### src/rtl/display_scan_controller_pkg.sv
// Shared types and constants for the seven-segment scan controller:
// FSM state encoding, the blank pattern and the 3-bit digit decode table.
package display_scan_controller_pkg;

  typedef enum logic [1:0] {
    OFF   = 2'd0,
    BLANK = 2'd1,
    SHOW  = 2'd2
  } scan_state_t;

  localparam logic [0:6] SEG_BLANK = 7'b1111111;

  // Segment order is a..g from left to right; a zero lights the segment.
  function automatic logic [0:6] decode_digit(input logic [2:0] value);
    logic [0:6] pattern;
    pattern = SEG_BLANK;
    unique case (value)
      3'd0: pattern = 7'b0000001;
      3'd1: pattern = 7'b1001111;
      3'd2: pattern = 7'b0010010;
      3'd3: pattern = 7'b0000110;
      3'd4: pattern = 7'b1001100;
      3'd5: pattern = 7'b0100100;
      3'd6: pattern = 7'b0100000;
      3'd7: pattern = 7'b0001111;
      default: pattern = SEG_BLANK;
    endcase
    return pattern;
  endfunction

endpackage

### src/rtl/display_scan_controller_if.sv
// Write/commit bus between the switch logic and the scan controller's shadow bank.
interface display_scan_controller_if #(
  parameter int AW = 2
) ();

  logic          wr_valid;
  logic [AW-1:0] wr_addr;
  logic [2:0]    wr_data;
  logic          wr_ready;
  logic          commit;
  logic          commit_pending;

  modport master (
    output wr_valid, wr_addr, wr_data, commit,
    input  wr_ready, commit_pending
  );

  modport slave (
    input  wr_valid, wr_addr, wr_data, commit,
    output wr_ready, commit_pending
  );

endinterface

### src/rtl/display_scan_controller_decoder.sv
// Shared combinational 3-bit to seven-segment decoder, one instance per scanner.
module displayDecoder
  import display_scan_controller_pkg::*;
(
  input  logic [2:0] value,
  output logic [0:6] seg
);

  assign seg = decode_digit(value);

endmodule

### src/rtl/display_scan_controller.sv
// Scans NUM_DIGITS common-anode digits through one decoder, with blank dead-time
// between digits and a shadow bank that is published only on frame boundaries.
module display_scan_controller
  import display_scan_controller_pkg::*;
#(
  parameter int NUM_DIGITS   = 4,
  parameter int DWELL_CYCLES = 50000,
  parameter int BLANK_CYCLES = 500,
  parameter int AW           = $clog2(NUM_DIGITS)
) (
  input  logic                  CLOCK_50,
  input  logic                  rst_n,
  input  logic                  enable,
  display_scan_controller_if.slave wr_bus,
  output logic [0:6]            seg,
  output logic [NUM_DIGITS-1:0] digit_en_n,
  output logic                  frame_done
);

  localparam int CNT_MAX = (DWELL_CYCLES > BLANK_CYCLES) ? DWELL_CYCLES : BLANK_CYCLES;
  localparam int CW      = $clog2(CNT_MAX + 1);

  scan_state_t   state;
  logic [AW-1:0] idx;
  logic [CW-1:0] counter;
  logic          commit_pending_q;
  logic [2:0]    shadow [NUM_DIGITS];
  logic [2:0]    active [NUM_DIGITS];
  logic [0:6]    seg_next;
  logic          wr_fire;

  assign wr_bus.wr_ready       = !commit_pending_q;
  assign wr_bus.commit_pending = commit_pending_q;
  assign wr_fire               = wr_bus.wr_valid && !commit_pending_q;

  displayDecoder u_decoder (
    .value (active[idx]),
    .seg   (seg_next)
  );

  // Outputs are loaded on the same edge as the state they belong to, so the
  // first SHOW cycle is already lit and any exit from SHOW blanks immediately.
  always_ff @(posedge CLOCK_50) begin
    if (!rst_n) begin
      state            <= OFF;
      idx              <= '0;
      counter          <= '0;
      seg              <= SEG_BLANK;
      digit_en_n       <= '1;
      frame_done       <= 1'b0;
      commit_pending_q <= 1'b0;
      for (int i = 0; i < NUM_DIGITS; i++) begin
        shadow[i] <= '0;
        active[i] <= '0;
      end
    end else begin
      frame_done <= 1'b0;

      // Addresses beyond the last digit match no entry and are silently dropped.
      if (wr_fire) begin
        for (int i = 0; i < NUM_DIGITS; i++) begin
          if (wr_bus.wr_addr == AW'(i)) begin
            shadow[i] <= wr_bus.wr_data;
          end
        end
      end

      if (wr_bus.commit && !commit_pending_q) begin
        commit_pending_q <= 1'b1;
      end

      unique case (state)
        OFF: begin
          seg        <= SEG_BLANK;
          digit_en_n <= '1;
          idx        <= '0;
          counter    <= '0;
          if (commit_pending_q) begin
            active           <= shadow;
            commit_pending_q <= 1'b0;
          end
          if (enable) begin
            state <= BLANK;
          end
        end

        BLANK: begin
          if (!enable) begin
            state      <= OFF;
            idx        <= '0;
            counter    <= '0;
            seg        <= SEG_BLANK;
            digit_en_n <= '1;
          end else if (counter == CW'(BLANK_CYCLES - 1)) begin
            state      <= SHOW;
            counter    <= '0;
            seg        <= seg_next;
            digit_en_n <= ~(NUM_DIGITS'(1) << idx);
          end else begin
            counter <= counter + CW'(1);
          end
        end

        SHOW: begin
          if (!enable) begin
            state      <= OFF;
            idx        <= '0;
            counter    <= '0;
            seg        <= SEG_BLANK;
            digit_en_n <= '1;
          end else if (counter == CW'(DWELL_CYCLES - 1)) begin
            state      <= BLANK;
            counter    <= '0;
            seg        <= SEG_BLANK;
            digit_en_n <= '1;
            // Leaving the last digit is the only place a pending commit lands
            // while scanning, so no frame ever mixes old and new values.
            if (idx == AW'(NUM_DIGITS - 1)) begin
              idx        <= '0;
              frame_done <= 1'b1;
              if (commit_pending_q) begin
                active           <= shadow;
                commit_pending_q <= 1'b0;
              end
            end else begin
              idx <= idx + AW'(1);
            end
          end else begin
            counter <= counter + CW'(1);
          end
        end

        default: begin
          state      <= OFF;
          seg        <= SEG_BLANK;
          digit_en_n <= '1;
        end
      endcase
    end
  end

endmodule

### src/flat_wrapper.sv
// flat-port wrapper written by rule: the top's interface ports become plain ports
module display_scan_controller_flat import display_scan_controller_pkg::*;
#(
  parameter int NUM_DIGITS   = 4,
  parameter int DWELL_CYCLES = 50000,
  parameter int BLANK_CYCLES = 500,
  parameter int AW           = $clog2(NUM_DIGITS)
)
  (CLOCK_50, rst_n, enable, seg, digit_en_n, frame_done, wr_bus_wr_valid, wr_bus_wr_addr, wr_bus_wr_data, wr_bus_commit, wr_bus_wr_ready, wr_bus_commit_pending);
  display_scan_controller_if #(.AW(AW)) wr_bus_i ();
  input  logic CLOCK_50;
  input  logic rst_n;
  input  logic enable;
  output logic [0:6] seg;
  output logic [NUM_DIGITS-1:0] digit_en_n;
  output logic frame_done;
  input wire logic [$bits(wr_bus_i.wr_valid)-1:0] wr_bus_wr_valid;
  input wire logic [$bits(wr_bus_i.wr_addr)-1:0] wr_bus_wr_addr;
  input wire logic [$bits(wr_bus_i.wr_data)-1:0] wr_bus_wr_data;
  input wire logic [$bits(wr_bus_i.commit)-1:0] wr_bus_commit;
  output wire logic [$bits(wr_bus_i.wr_ready)-1:0] wr_bus_wr_ready;
  output wire logic [$bits(wr_bus_i.commit_pending)-1:0] wr_bus_commit_pending;
  assign wr_bus_i.wr_valid = wr_bus_wr_valid;
  assign wr_bus_i.wr_addr = wr_bus_wr_addr;
  assign wr_bus_i.wr_data = wr_bus_wr_data;
  assign wr_bus_i.commit = wr_bus_commit;
  assign wr_bus_wr_ready = wr_bus_i.wr_ready;
  assign wr_bus_commit_pending = wr_bus_i.commit_pending;
  display_scan_controller #(.NUM_DIGITS(NUM_DIGITS), .DWELL_CYCLES(DWELL_CYCLES), .BLANK_CYCLES(BLANK_CYCLES), .AW(AW)) u_core (.CLOCK_50(CLOCK_50), .rst_n(rst_n), .enable(enable), .wr_bus(wr_bus_i), .seg(seg), .digit_en_n(digit_en_n), .frame_done(frame_done));
endmodule
### config.mk
export PLATFORM = sky130hd
export DESIGN_NAME = display_scan_controller_flat
export DESIGN_NICKNAME = d
export VERILOG_FILES = /design/src/rtl/display_scan_controller_pkg.sv /design/src/rtl/display_scan_controller_if.sv /design/src/rtl/display_scan_controller_decoder.sv /design/src/rtl/display_scan_controller.sv /design/src/flat_wrapper.sv
export SDC_FILE = /design/constraint.sdc
export NUM_CORES = 1
export LEC_CHECK = 0
export BUFFER_PORTS_ARGS = -buffer_cell sky130_fd_sc_hd__buf_2
export CAP_MARGIN = 20
export CELL_PAD_IN_SITES_DETAIL_PLACEMENT = 1
export CELL_PAD_IN_SITES_GLOBAL_PLACEMENT = 2
export CORE_MARGIN = 2
export CORE_UTILIZATION = 30
export CTS_BUF_LIST = sky130_fd_sc_hd__clkbuf_8 sky130_fd_sc_hd__clkbuf_16
export DETAILED_ROUTE_END_ITERATION = 12
export GPL_TIMING_DRIVEN = 0
export PLACE_DENSITY = 0.74
export SETUP_SLACK_MARGIN = 0.2
export SYNTH_ARGS = -nofsm -noshare
export SYNTH_HDL_FRONTEND = slang
export SYNTH_SLANG_ARGS = --single-unit
### constraint.sdc
create_clock -name CLOCK_50 -period 3.7 [get_ports CLOCK_50]
set_input_delay 0.185 -clock CLOCK_50 [delete_from_list [all_inputs] [get_ports CLOCK_50]]
set_output_delay 0.185 -clock CLOCK_50 [all_outputs]
set_load 0.01 [all_outputs]
==> results.cfg, run 1 <==
[logic_synthesis]
seq_area_frac_synth = 0.398
synth-warning-count = 0
avgSynthCellArea_um2 = 9.02
syn-cell-area_um2 = 2870
synth-async-reset-ratio = 0
synth-seq-cells = 57
netlist_instances = 318
synth_edf_count = 0
synth_fp_nets = 343
ys_types = 41
synth_ff_type = dfxtp_1

[finish]
syn2layout_area_growth_pct = 18.1
final_cell_mix = dfxtp_1, nand2_1, mux2i_1
multi_input_area_um2 = 1600
num-fill-cells = 1071
layout-drive-gt1-share = 0.138
nNetsFinal = 376
seqCellArea_um2 = 1140
mostFrequentLayoutCell = dfxtp_1
insertedDiodeCount = 0

[floorplan]
dieArea_um2 = 10400
num_rows = 35
io_pins = 24
initial_utilization = 0.310
die_y_um = 102
die_w_um = 102
core_um2 = 9240

[global_route]
grt_max_degree = 13
antenna_found_initial = 0
grt_pass1_wl_um = 11600
grt_pass1_vias = 2263
grt_overflow = 0
groute.usage.overall = 0.146

[hold_path]
hold-path-cell-count = 3
min_to = u_core.wr_bus.commit_pending
hp-class = in -> reg
min_from = wr_bus_commit

[clock_tree]
cts_sinks = 57
max-clock-path-buffers = 2
clk_pin_slew_ns = 0.08
ctsResizeCount = 0
root_buffer = clkbuf_8
postCtsHoldBufs = 0
insertion_delay_ns = 0.34
htreeDepth = 3
numCtsBuffers = 9
post_cts_buffers = 0
cts_tree = yes

[sta]
tightest_slew_ns = 0.667
final.setup.tns_ns = 0
relSlewSlack = 0.554
setup_viol = 0
hold_viol_final = 0
final.setup_skew_ns = 0.0109
maxSlewViolCount = 0
max_clock_freq_mhz = 384
fin_crit_sh = 0.704
layout_min_cycle_time_ns = 2.60
rsz0062_at_grt = no

[route]
viasPerCell = 4.69
dr_total_vias = 2275
ant_nets = 0
remaining_drc_errors = 0
firstDrtPassIters = 4
wl_per_cell_um = 14.3
wl_um = 6910
drt-initial-drc-count = 75

[power_and_ir_drop]
p_sw_w = 0.000491
p_leak_nw = 1.19
vdd_drop_max_v = 0.000223
combPwrFrac = 0.178
seqPwrFrac = 0.388
total_power_w = 0.00173
power.density_nw_per_um2 = 509
clkPwrFrac = 0.433
p_sw_frac = 0.285
p_int_w = 0.00123

[placement]
dpl.hpwl_um = 5010
numPortBuffers = 22
gp_congestion = 0.749

[job]
max-cap-violations = 0

[worst_setup_path]
crit_path_frequent_cell = nand3_1
cp_num_cells = 7
r2r-end = u_core.active[0]
criticalPathCategory = reg -> reg
reg2regPathDepth = 7
critPathMaxFanout = 10
slowest_delay_ns = 0.49
path_cells = ha_1, nand3_1, nor4_1, nand3_1, a21oi_1, buf_4, mux2i_1
setup.worst_path.end_class = register
critPathBufInv = 1
critPathSlowestCell = nor4_1
cp.required_ns = 3.96
critPathTopFamily = simple AND/OR/NAND/NOR gates
r2r_slack_ns = 1.10
worstReg2RegStart = u_core.counter[0]
cp_data_arrival_time_ns = 2.87
cp-start-kind = register

[outcome]
outcome = complete, no violations
per-stage QoR:
| step | std cells | util | hold slack (ns) | instance area [um2] | worst slack [ns] |
|---|---|---|---|---|---|
| after floorplan | 318 | - | 0.351 | 2870 | 1.44 |
| after global placement | 469 | 0.340 | 0.439 | 3140 | 1.21 |
| after detailed placement | 469 | 0.340 | 0.445 | 3140 | 1.12 |
| after CTS | 485 | 0.367 | 0.0910 | 3390 | 1.09 |
| after global routing | 485 | 0.367 | 0.0947 | 3390 | 0.907 |
| final | 485 | 0.367 | 0.104 | 3390 | 1.10 |
logic make-up after synthesis:
kind of cell | count (synthesis) | synth area share
fa+ha+maj | 15 | 0.0654
xor+xnor | 10 | 0.0305
buf+inv | 29 | 0.0445
flops | 57 | 0.398
mux | 37 | 0.142
simple gates | 143 | 0.254
compound gates | 27 | 0.0659
layer usage:
metal | wire length [um] | share of wire | GRT usage
met5 | 0 | 0 | 0
met4 | 118 | 0.017 | 0.0624
met3 | 210 | 0.030 | 0.0380
met2 | 3050 | 0.44 | 0.225
met1 | 3530 | 0.51 | 0.193
power by group through the flow:
stage | registers [W] | logic, W | clock network, W
2_1_floorplan | 0.000688 | 0.000221 | 0
6_report | 0.000670 | 0.000308 | 0.000748
5_1_grt | 0.000674 | 0.000347 | 0.000800
3_5_place_dp | 0.000684 | 0.000310 | 0
4_1_cts | 0.000670 | 0.000313 | 0.000768
3_3_place_gp | 0.000683 | 0.000306 | 0
worst max-delay path by stage:
| stage | startpoint | end |
|---|---|---|
| after floorplan | u_core.counter[10] | u_core.seg[0] |
| after global placement | u_core.counter[0] | u_core.active[10] |
| after detailed placement | u_core.counter[0] | u_core.active[0] |
| after CTS | u_core.counter[0] | u_core.active[0] |
| after global routing | u_core.counter[0] | u_core.active[0] |
| final | u_core.counter[0] | u_core.active[0] |
cells in the mapped netlist, drive strengths merged, types with 5 or more instances:
master  count  area, um2
nor2       24       90.1
o21ai       7       38.8
a21oi       6       33.8
inv        12       45.0
xor2        5       43.8
xnor2       5       43.8
dfxtp      57       1140
nand4       6       37.5
clkbuf     13       48.8
nand2      52        195
nand4b      5       43.8
ha         15        188
mux2i      34        340
nor2b      18        113
nand3      15       75.1
final cells by class:
| type | instances | area share |
|---|---|---|
| flip-flops and latches | 57 | 0.337 |
| multi-input cells | 232 | 0.472 |
| inverters | 12 | 0.0133 |
| well taps | 129 | 0.0476 |
| plain buffers | 17 | 0.0244 |
| clock inverters | 7 | 0.0369 |
| repair buffers | 22 | 0.0325 |
| clock buffers | 9 | 0.0365 |
registers in the layout, summed over array words and instances (netlist names):
signal	count
u_core.counter	16
u_core.shadow	12
u_core.frame_done	1
u_core.active	12
u_core.wr_bus.commit_pending	1
u_core.state	2
u_core.digit_en_n	4
u_core.idx	2
u_core.seg	7
worst register-to-register path: cells and delay by family (launching register included):
family / cells / cell delay [ns]
compound gates: 1 / 0.46
fa+ha+maj: 1 / 0.21
buf+inv: 1 / 0.32
flops: 1 / 0.40
mux: 1 / 0.23
simple gates: 3 / 0.92
(Power assumes the default switching activity.)
==> run 2, diff against run 1 <==
--- a/config.mk
+++ b/config.mk
@@ -14,7 +14,7 @@
 export CTS_BUF_LIST = sky130_fd_sc_hd__clkbuf_8 sky130_fd_sc_hd__clkbuf_16
 export DETAILED_ROUTE_END_ITERATION = 12
 export GPL_TIMING_DRIVEN = 0
-export PLACE_DENSITY = 0.74
+export PLACE_DENSITY = 0.77
 export SETUP_SLACK_MARGIN = 0.2
 export SYNTH_ARGS = -nofsm -noshare
 export SYNTH_HDL_FRONTEND = slang
==> constraint.sdc (replaced) <==
create_clock -name CLOCK_50 -period 2.1 [get_ports CLOCK_50]
set_input_delay 0.105 -clock CLOCK_50 [delete_from_list [all_inputs] [get_ports CLOCK_50]]
set_output_delay 0.105 -clock CLOCK_50 [all_outputs]
set_load 0.01 [all_outputs]
==> run 2 against run 1 <==
  * Non-clock buffer count is 18 higher
  * Cell area is 13% higher
  * The flow now finishes with violations (setup timing)
  * Utilization is 4.7 points higher
  * Largest cell class unchanged
  * Critical endpoint is now u_core.digit_en_n[2]
  * Combinational power grew to 2.7 times the previous value
  * First-iteration DRC count is 9.3% lower
  * Register-to-register slack worse by 1.3 ns
  * Die area stayed put
  * Worst hold slack worse by 0.066 ns
  * Global-route usage is 0.95 points higher
==> results.cfg, run 2 (synthesis gave the netlist of run 1 again) <==
[outcome]
outcome = complete, but fails checks
violations = setup timing

[power_and_ir_drop]
total_power_w = 0.00320
p_leak_nw = 1.33
vdd_drop_max_v = 0.000282
power.density_nw_per_um2 = 838

[finish]
nNetsFinal = 394
final_cell_count_no_fill = 503
top_regs = u_core.counter x16, u_core.active x12, u_core.shadow x12
largest-register = u_core.counter
largest_register_ffs = 16
insertedDiodeCount = 0
final_cell_mix = nand2_1, dfxtp_1, mux2i_1
layout-drive-gt1-share = 0.273
num-fill-cells = 1064
syn2layout_area_growth_pct = 33.3

[sta]
max_clock_freq_mhz = 442
layout_min_cycle_time_ns = 2.26
relSlewSlack = 0.547
fin_crit_sh = 1.08
rsz0062_at_grt = yes
final.setup_skew_ns = 0.0106
setup_slack_ns = -0.165
setup_viol = 30
tightest_slew_ns = 0.678
maxSlewViolCount = 0
hold_viol_final = 0

[worst_setup_path]
worstReg2RegStart = u_core.counter[5]
critPathTopFamily = simple AND/OR/NAND/NOR gates
critPathBufInv = 2
critPathMaxFanout = 7
r2r_slack_ns = -0.16
criticalPathCategory = reg -> reg
path_cells = or4bb_1, or4_4, a22o_1, buf_6, buf_8, mux2i_1, nand2_1
cp-start-kind = register
cp.required_ns = 2.30
critPathSlowestCell = or4_4
slowest_delay_ns = 0.56
reg2regPathDepth = 7
cp_data_arrival_time_ns = 2.47
r2r-end = u_core.digit_en_n[2]
setup.worst_path.end_class = register

[floorplan]
die_w_um = 102
io_pins = 24
initial_utilization = 0.310
core_um2 = 9240
num_rows = 35
dieArea_um2 = 10400
die_y_um = 102

[hold_path]
min_from = wr_bus_commit
min_to = u_core.wr_bus.commit_pending
hold-path-cell-count = 3
hp-class = in -> reg

[placement]
dp_slack_ns = -0.308
place_inst = 469
numPortBuffers = 22
dpl.hpwl_um = 5110
gp_congestion = 0.692

[clock_tree]
insertion_delay_ns = 0.34
cts_sinks = 57
max-clock-path-buffers = 2
clk_pin_slew_ns = 0.07
cts_tree = yes
root_buffer = clkbuf_8
numCtsBuffers = 9
htreeDepth = 3

[route]
ant_nets = 0
firstDrtPassIters = 4
drt-initial-drc-count = 68
dr_total_vias = 2432
wl_um = 7570
wl_per_cell_um = 15.0
remaining_drc_errors = 0
viasPerCell = 4.83

[global_route]
groute.usage.overall = 0.156
antenna_found_initial = 0
grt_max_degree = 13
grt_pass1_vias = 2521
grt_pass1_wl_um = 12500
grt_overflow = 0

[job]
max-cap-violations = 0
==> run 2: cell count changes in the layout (fill, tap and decap cells not counted), moves of 4 or more <==
cell and change:
nor2_2 +5, dfxtp_4 +4, nor2_1 -8, buf_8 +5
dfxtp_2 +4, dfxtp_1 -8, buf_6 +6, buf_4 +5
==> run 2: timing repair <==
item,4_1_cts,5_1_grt
hold endpoints to repair,0,0
gates cloned,2,0
hold buffers,0,0
resized for setup,42,23
pin swaps,21,9
buffers inserted,15,1
setup endpoints to repair,44,44
==> run 2: cell type report <==
cell class	instances	area (um2)	area share
plain buffers	17	106	0.0278
clock inverters	7	103	0.0268
repair buffers	40	332	0.0867
multi-input cells	232	1790	0.469
inverters	12	45.0	0.0118
well taps	129	161	0.0422
clock buffers	9	124	0.0324
flip-flops and latches	57	1160	0.304
==> run 2: worst reg2reg max path, cell delays in order, from the launching register on <==
cell	delay [ns]
dfxtp_4	0.35
or4bb_1	0.49
or4_4	0.56
a22o_1	0.23
buf_6	0.16
buf_8	0.14
mux2i_1	0.13
nand2_1	0.07
==> run 2: worst max path at each step <==
| stage | start | to | cells after the start |
|---|---|---|---|
| after floorplan | u_core.counter[5] | u_core.digit_en_n[0] | 7 |
| after global placement | u_core.counter[0] | u_core.counter[11] | 6 |
| after detailed placement | u_core.counter[0] | u_core.counter[2] | 6 |
| after CTS | u_core.counter[10] | u_core.digit_en_n[3] | 7 |
| after global routing | u_core.counter[5] | u_core.digit_en_n[2] | 7 |
| final | u_core.counter[5] | u_core.digit_en_n[2] | 7 |
==> run 2: through the flow <==
stage          cell area, um2  hold slack, ns  setup TNS (ns)  utilization
2_1_floorplan            2910           0.271          -0.301            -
3_3_place_gp             3180           0.363           -6.58        0.344
3_5_place_dp             3180           0.368           -8.23        0.344
4_1_cts                  3720          0.0291           -2.59        0.402
5_1_grt                  3820          0.0469           -4.83        0.414
6_report                 3820          0.0379           -2.46        0.414
==> run 2: power breakdown <==
| part | leakage [nW] | internal [W] | total [W] | switching [W] |
|---|---|---|---|---|
| combinational | 0.757 | 0.000427 | 0.000836 | 0.000410 |
| clock | 0.110 | 0.000680 | 0.00119 | 0.000508 |
| sequential | 0.467 | 0.00114 | 0.00118 | 0.0000446 |
==> run 2: per-layer routing <==
metal / up-vias / GRT usage / part of all wire
met2: 32 / 0.257 / 0.47
met5: - / 0 / 0
met4: 0 / 0.0468 / 0.0075
met1: 1193 / 0.204 / 0.50
li1: 1202 / - / -
met3: 5 / 0.0331 / 0.027
